File: src/rtl/spc1_cfg_tx_if.sv
// spc1_cfg_tx_if: host-side handshake and spc1-side serial signals for spc1_cfg_tx.
// Optional SPC1_CFG_TX_QUEUE_EN adds the Pending status line.
interface spc1_cfg_tx_if #(
  parameter int WIDTH = 11
);
  logic             Start;
  logic [WIDTH-1:0] Conf;
  logic             Cfg_out;
  logic             Strobe;
  logic             Busy;
  logic             Done;
`ifdef SPC1_CFG_TX_QUEUE_EN
  logic             Pending;

  modport master (output Start, Conf, input Cfg_out, Strobe, Busy, Done, Pending);
  modport slave  (input Start, Conf, output Cfg_out, Strobe, Busy, Done, Pending);
`else
  modport master (output Start, Conf, input Cfg_out, Strobe, Busy, Done);
  modport slave  (input Start, Conf, output Cfg_out, Strobe, Busy, Done);
`endif
endinterface

File: src/rtl/spc1_cfg_tx.sv
// spc1_cfg_tx: shifts a WIDTH-bit configuration word LSB first into an spc1
// chain, then holds the load strobe for STROBE_CYCLES cycles.
// Optional macro SPC1_CFG_TX_QUEUE_EN adds a one-deep holding register and Pending.
module spc1_cfg_tx #(
  parameter int WIDTH         = 11,
  parameter int STROBE_CYCLES = 1
) (
  input  logic          Clk,
  input  logic          Resetn,
  spc1_cfg_tx_if.slave  bus
);

  localparam int             CW       = (WIDTH > 1) ? $clog2(WIDTH) : 1;
  localparam logic [CW-1:0]  BIT_LAST = CW'(WIDTH - 1);
  localparam logic [3:0]     STB_LAST = 4'(STROBE_CYCLES - 1);

  typedef enum logic [1:0] {
    ST_IDLE,
    ST_SHIFT,
    ST_STROBE
  } state_t;

  state_t           state_q, state_d;
  logic [WIDTH-1:0] shift_q, shift_d;
  logic [CW-1:0]    bcnt_q,  bcnt_d;
  logic [3:0]       scnt_q,  scnt_d;
  logic             done_q,  done_d;
  logic             last_strobe;
`ifdef SPC1_CFG_TX_QUEUE_EN
  logic [WIDTH-1:0] hold_q,  hold_d;
  logic             pend_q,  pend_d;
`endif

  assign last_strobe = (state_q == ST_STROBE) && (scnt_q == STB_LAST);

  // State and datapath registers with synchronous active-low reset
  always_ff @(posedge Clk) begin
    if (!Resetn) begin
      state_q <= ST_IDLE;
      shift_q <= '0;
      bcnt_q  <= '0;
      scnt_q  <= '0;
      done_q  <= 1'b0;
`ifdef SPC1_CFG_TX_QUEUE_EN
      hold_q  <= '0;
      pend_q  <= 1'b0;
`endif
    end else begin
      state_q <= state_d;
      shift_q <= shift_d;
      bcnt_q  <= bcnt_d;
      scnt_q  <= scnt_d;
      done_q  <= done_d;
`ifdef SPC1_CFG_TX_QUEUE_EN
      hold_q  <= hold_d;
      pend_q  <= pend_d;
`endif
    end
  end

  // Next-state logic: shift, strobe, then launch the next word if one is ready
  always_comb begin
    state_d = state_q;
    shift_d = shift_q;
    bcnt_d  = bcnt_q;
    scnt_d  = scnt_q;
    done_d  = 1'b0;
`ifdef SPC1_CFG_TX_QUEUE_EN
    hold_d  = hold_q;
    pend_d  = pend_q;
`endif

    case (state_q)
      ST_SHIFT: begin
        // Last bit stays in shift_q[0] so Cfg_out holds Conf[WIDTH-1] during the strobe
        if (bcnt_q == BIT_LAST) begin
          state_d = ST_STROBE;
          scnt_d  = '0;
        end else begin
          shift_d = shift_q >> 1;
          bcnt_d  = bcnt_q + 1'b1;
        end
      end
      ST_STROBE: begin
        if (last_strobe) begin
          state_d = ST_IDLE;
          done_d  = 1'b1;
        end else begin
          scnt_d  = scnt_q + 1'b1;
        end
      end
      default: ;
    endcase

    // A word launches from IDLE or straight out of the final strobe cycle,
    // which gives back-to-back words with no idle gap.
    if ((state_q == ST_IDLE) || last_strobe) begin
`ifdef SPC1_CFG_TX_QUEUE_EN
      if (pend_q) begin
        state_d = ST_SHIFT;
        shift_d = hold_q;
        bcnt_d  = '0;
        pend_d  = 1'b0;
      end else
`endif
      if (bus.Start) begin
        state_d = ST_SHIFT;
        shift_d = bus.Conf;
        bcnt_d  = '0;
      end
    end
`ifdef SPC1_CFG_TX_QUEUE_EN
    else if (bus.Start && !pend_q) begin
      hold_d = bus.Conf;
      pend_d = 1'b1;
    end
`endif
  end

  assign bus.Cfg_out = (state_q == ST_IDLE) ? 1'b0 : shift_q[0];
  assign bus.Strobe  = (state_q == ST_STROBE);
  assign bus.Busy    = (state_q != ST_IDLE);
  assign bus.Done    = done_q;
`ifdef SPC1_CFG_TX_QUEUE_EN
  assign bus.Pending = pend_q;
`endif

endmodule

File: src/flat_wrapper.sv
// flat-port wrapper written by rule: the top's interface ports become plain ports
module spc1_cfg_tx_flat 
#(
  parameter int WIDTH         = 11,
  parameter int STROBE_CYCLES = 1
)
  (Clk, Resetn, bus_Start, bus_Conf, bus_Cfg_out, bus_Strobe, bus_Busy, bus_Done);
  spc1_cfg_tx_if #(.WIDTH(WIDTH)) bus_i ();
  input  logic Clk;
  input  logic Resetn;
  input wire logic [$bits(bus_i.Start)-1:0] bus_Start;
  input wire logic [$bits(bus_i.Conf)-1:0] bus_Conf;
  output wire logic [$bits(bus_i.Cfg_out)-1:0] bus_Cfg_out;
  output wire logic [$bits(bus_i.Strobe)-1:0] bus_Strobe;
  output wire logic [$bits(bus_i.Busy)-1:0] bus_Busy;
  output wire logic [$bits(bus_i.Done)-1:0] bus_Done;
  assign bus_i.Start = bus_Start;
  assign bus_i.Conf = bus_Conf;
  assign bus_Cfg_out = bus_i.Cfg_out;
  assign bus_Strobe = bus_i.Strobe;
  assign bus_Busy = bus_i.Busy;
  assign bus_Done = bus_i.Done;
  spc1_cfg_tx #(.WIDTH(WIDTH), .STROBE_CYCLES(STROBE_CYCLES)) u_core (.Clk(Clk), .Resetn(Resetn), .bus(bus_i));
endmodule
File: config.mk
export PLATFORM = sky130hd
export DESIGN_NAME = spc1_cfg_tx_flat
export DESIGN_NICKNAME = d
export VERILOG_FILES = /design/src/rtl/spc1_cfg_tx_if.sv /design/src/rtl/spc1_cfg_tx.sv /design/src/flat_wrapper.sv
export SDC_FILE = /design/constraint.sdc
export NUM_CORES = 1
export LEC_CHECK = 0
export ABC_AREA = 0
export ABC_CLOCK_PERIOD_IN_PS = 2100
export CAP_MARGIN = 20
export CORE_ASPECT_RATIO = 1.25
export CORE_MARGIN = 3
export CORE_UTILIZATION = 44
export DETAILED_ROUTE_END_ITERATION = 10
export GPL_TIMING_DRIVEN = 0
export PLACE_DENSITY_LB_ADDON = 0.15
export SYNTH_ARGS = -nofsm -noshare
export SYNTH_HDL_FRONTEND = slang
export SYNTH_SLANG_ARGS = --single-unit
File: constraint.sdc
create_clock -name Clk -period 2.1 [get_ports Clk]
set_clock_uncertainty 0.05 [all_clocks]
set_input_delay 0.315 -clock Clk [delete_from_list [all_inputs] [get_ports Clk]]
set_output_delay 0.315 -clock Clk [all_outputs]
set_load 0.01 [all_outputs]
==> results.json <==
{
  "power_density_nw_per_um2": 575,
  "vias": 1141,
  "cp_cell_sequence": "inv_1, ha_2, clkbuf_8, inv_1, clkdlybuf4s50_1",
  "ys_seq_area_frac": 0.342,
  "cp.required_ps": 1740,
  "power.internal_mw": 0.654,
  "synth_top_area_share": 0.342,
  "startpoint": "u_core.state_q[1]$_SDFF_PN0_",
  "antenna_found_initial": 0,
  "ys_warn_count": 0,
  "cts_sinks": 22,
  "ios": 18,
  "fmax_ghz": 0.488,
  "fin_crit_ps": 2050,
  "pre_cts_ws_ps": 140,
  "cts.path.max_buffers": 2,
  "grt_usage": 0.196,
  "firstDrtPassIters": 4,
  "path_clk_slew_ps": 120,
  "drt_iter0_markers": 34,
  "synth_seq_cells": 22,
  "worstPathArrival_ps": 1690,
  "initial_core_util": 0.471,
  "ant_nets": 0,
  "synth_async_sr_flop_share": 0,
  "die_y_um": 66.5,
  "fill_cells": 259,
  "p_switching_mw": 0.237,
  "clkLatencyLatePin_ps": 300,
  "synthCells": 145,
  "io_buffers": 17,
  "setup_violations": 0,
  "rsz0062_at_grt": "false",
  "yosysTopAreaCell": "dfxtp_1",
  "tritoncts": "done",
  "combPwrFrac": 0.224,
  "cp_top_family": "buffers and inverters",
  "post_cts_buffers": 0,
  "ctsHoldBuffers": 0,
  "crit_slowest_cell": "clkdlybuf4s50_1",
  "synth_enable_flop_cells": 0,
  "tightest_slew_ps": 474,
  "switching_share": 0.266,
  "critical_path_buf_inv_count": 4,
  "cp-start-kind": "register",
  "crit_type": "reg -> out",
  "max_cap_viol_count": 0,
  "critPathMaxStageDelay_ps": 520,
  "gp_congestion": 0.810,
  "hold_class": "reg -> reg",
  "relSlewSlack": 0.684,
  "synthTopCellsByArea": "dfxtp_1 34%, o311a_1 7.8%, ha_1 6.8%",
  "dieArea_um2": 3610,
  "synth_flop_cell": "dfxtp_1",
  "syn_area_per_cell_um2": 8.87,
  "numCtsBuffers": 3,
  "r2r-start": "u_core.state_q[0]$_SDFF_PN0_",
  "overflow": 0,
  "crit_path_end_kind": "primary output",
  "fin_nets": 188,
  "period_share": 0.977,
  "insertedDiodeCount": 0,
  "clkPwrFrac": 0.260,
  "drv_slew": 0,
  "clockRootBuffer": "clkbuf_4",
  "finalHoldViolations": 0,
  "wl_per_cell_um": 15.0,
  "row_count": 21,
  "leakage_nw": 0.645,
  "dpl.hpwl_um": 2140,
  "grt_max_degree": 13,
  "pwr-share-seq": 0.517,
  "syn_area_um2": 1290,
  "synth_nets": 166,
  "die_w_um": 54.4,
  "grt_pass1_wl_um": 5380,
  "tns_ps": 0,
  "cp_max_fo": 10,
  "crit_top_cell": "inv_1",
  "hp-start": "u_core.state_q[0]$_SDFF_PN0_",
  "drt-total-wl_um": 3000,
  "via_per_inst": 5.71,
  "grt_pass1_vias": 1182,
  "synth_cell_types": 37,
  "yosys-top-cells-count": "22 x dfxtp_1, 11 x nor2b_1, 11 x o21ai_0",
  "layout-drive-gt1-share": 0.0783,
  "cts_max_level": 1,
  "fp.coreArea_um2": 2730,
  "finalWorstSetupSlack_ps": 48.9,
  "synthToLayoutAreaGrowth_pct": 20.5,
  "yosysMostFrequentCell": "dfxtp_1",
  "ir_drop_mv": 0.425,
  "route.detailed.drc": 0,
  "outcome": "finished clean"
}
## state kept, by name (all words and copies together), names as in the netlist
| register | cells |
|---|---|
| u_core.scnt_q | 4 |
| u_core.shift_q | 11 |
| u_core.bus.Done | 1 |
| u_core.state_q | 2 |
| u_core.bcnt_q | 4 |
## through the flow
stage	hold WS (ps)	util	instances	area (µm²)	power (mW)
4_1_cts	431	0.567	200	1550	0.902
2_1_floorplan	397	-	145	1290	0.595
5_1_grt	462	0.567	200	1550	0.946
3_5_place_dp	426	0.549	196	1500	0.661
6_report	435	0.567	200	1550	0.891
3_3_place_gp	405	0.549	196	1500	0.656
## worst min-delay path: cells and delay by family, from the launching register on
family,cells,cell delay (ps)
compound gates,1,60
simple gates,1,60
flops,1,350
## layer usage
layer | GRT usage | routed length [µm] | vias up
met2 | 0.335 | 1480 | 16
met4 | 0.0561 | 17 | 0
met1 | 0.252 | 1420 | 543
met5 | 0 | 0 | -
li1 | - | - | 580
met3 | 0.0224 | 80 | 2
## cells in the final DEF, fill, tap and decap left out, types with 3 or more instances in the layout
cell | Yosys | layout
nor2b_1 | 11 | 11
inv_1 | 9 | 9
nor3_1 | 3 | 3
clkbuf_4 | 0 | 3
dfxtp_1 | 22 | 20
ha_1 | 7 | 6
o22ai_1 | 3 | 3
o21ai_0 | 11 | 11
and3_1 | 10 | 10
nand2_1 | 8 | 8
clkdlybuf4s50_1 | 0 | 16
o311a_1 | 10 | 10
clkbuf_1 | 9 | 7
a21boi_0 | 10 | 10
nand3_1 | 3 | 3
## what timing repair did
item                                    CTS  global route
pin swaps                                 0             0
endpoints found under the setup margin    2             2
resized for setup                         7             2
## path summary, 6_finish.rpt
kind	end	cells after the start	slack, ps
hold / removal	u_core.state_q[0]$_SDFF_PN0_	2	440
hold reg to reg	u_core.state_q[0]$_SDFF_PN0_	2	440
setup reg to reg	u_core.shift_q[9]$_SDFF_PN0_	7	170
setup / recovery	bus_Busy	5	50
## cell families after synthesis
logic type	count (synthesis)	synth area share
AO/OA/AOI/OAI	49	0.291
XOR/XNOR	1	0.00681
adder cells (fa/ha/maj)	7	0.0681
buffers and inverters	20	0.0729
flip-flops	22	0.342
multiplexers	2	0.0156
AND/OR/NAND/NOR	44	0.203
## area by class of cell
type,count,area (µm²),share of cell area
Buffer,11,71.3,0.0460
Clock buffer,4,36.3,0.0234
Multi-Input combinational cell,103,754,0.487
Tap cell,34,42.5,0.0274
Sequential cell,22,443,0.286
Timing Repair Buffer,17,169,0.109
Inverter,9,33.8,0.0218
## power groups by stage
stage	Clock [mW]	Combinational, mW	Sequential, mW
2_1_floorplan	0	0.131	0.464
3_3_place_gp	0	0.189	0.467
3_5_place_dp	0	0.193	0.469
4_1_cts	0.244	0.199	0.460
5_1_grt	0.260	0.223	0.463
6_report	0.231	0.199	0.460
(Power assumes the default switching activity.)
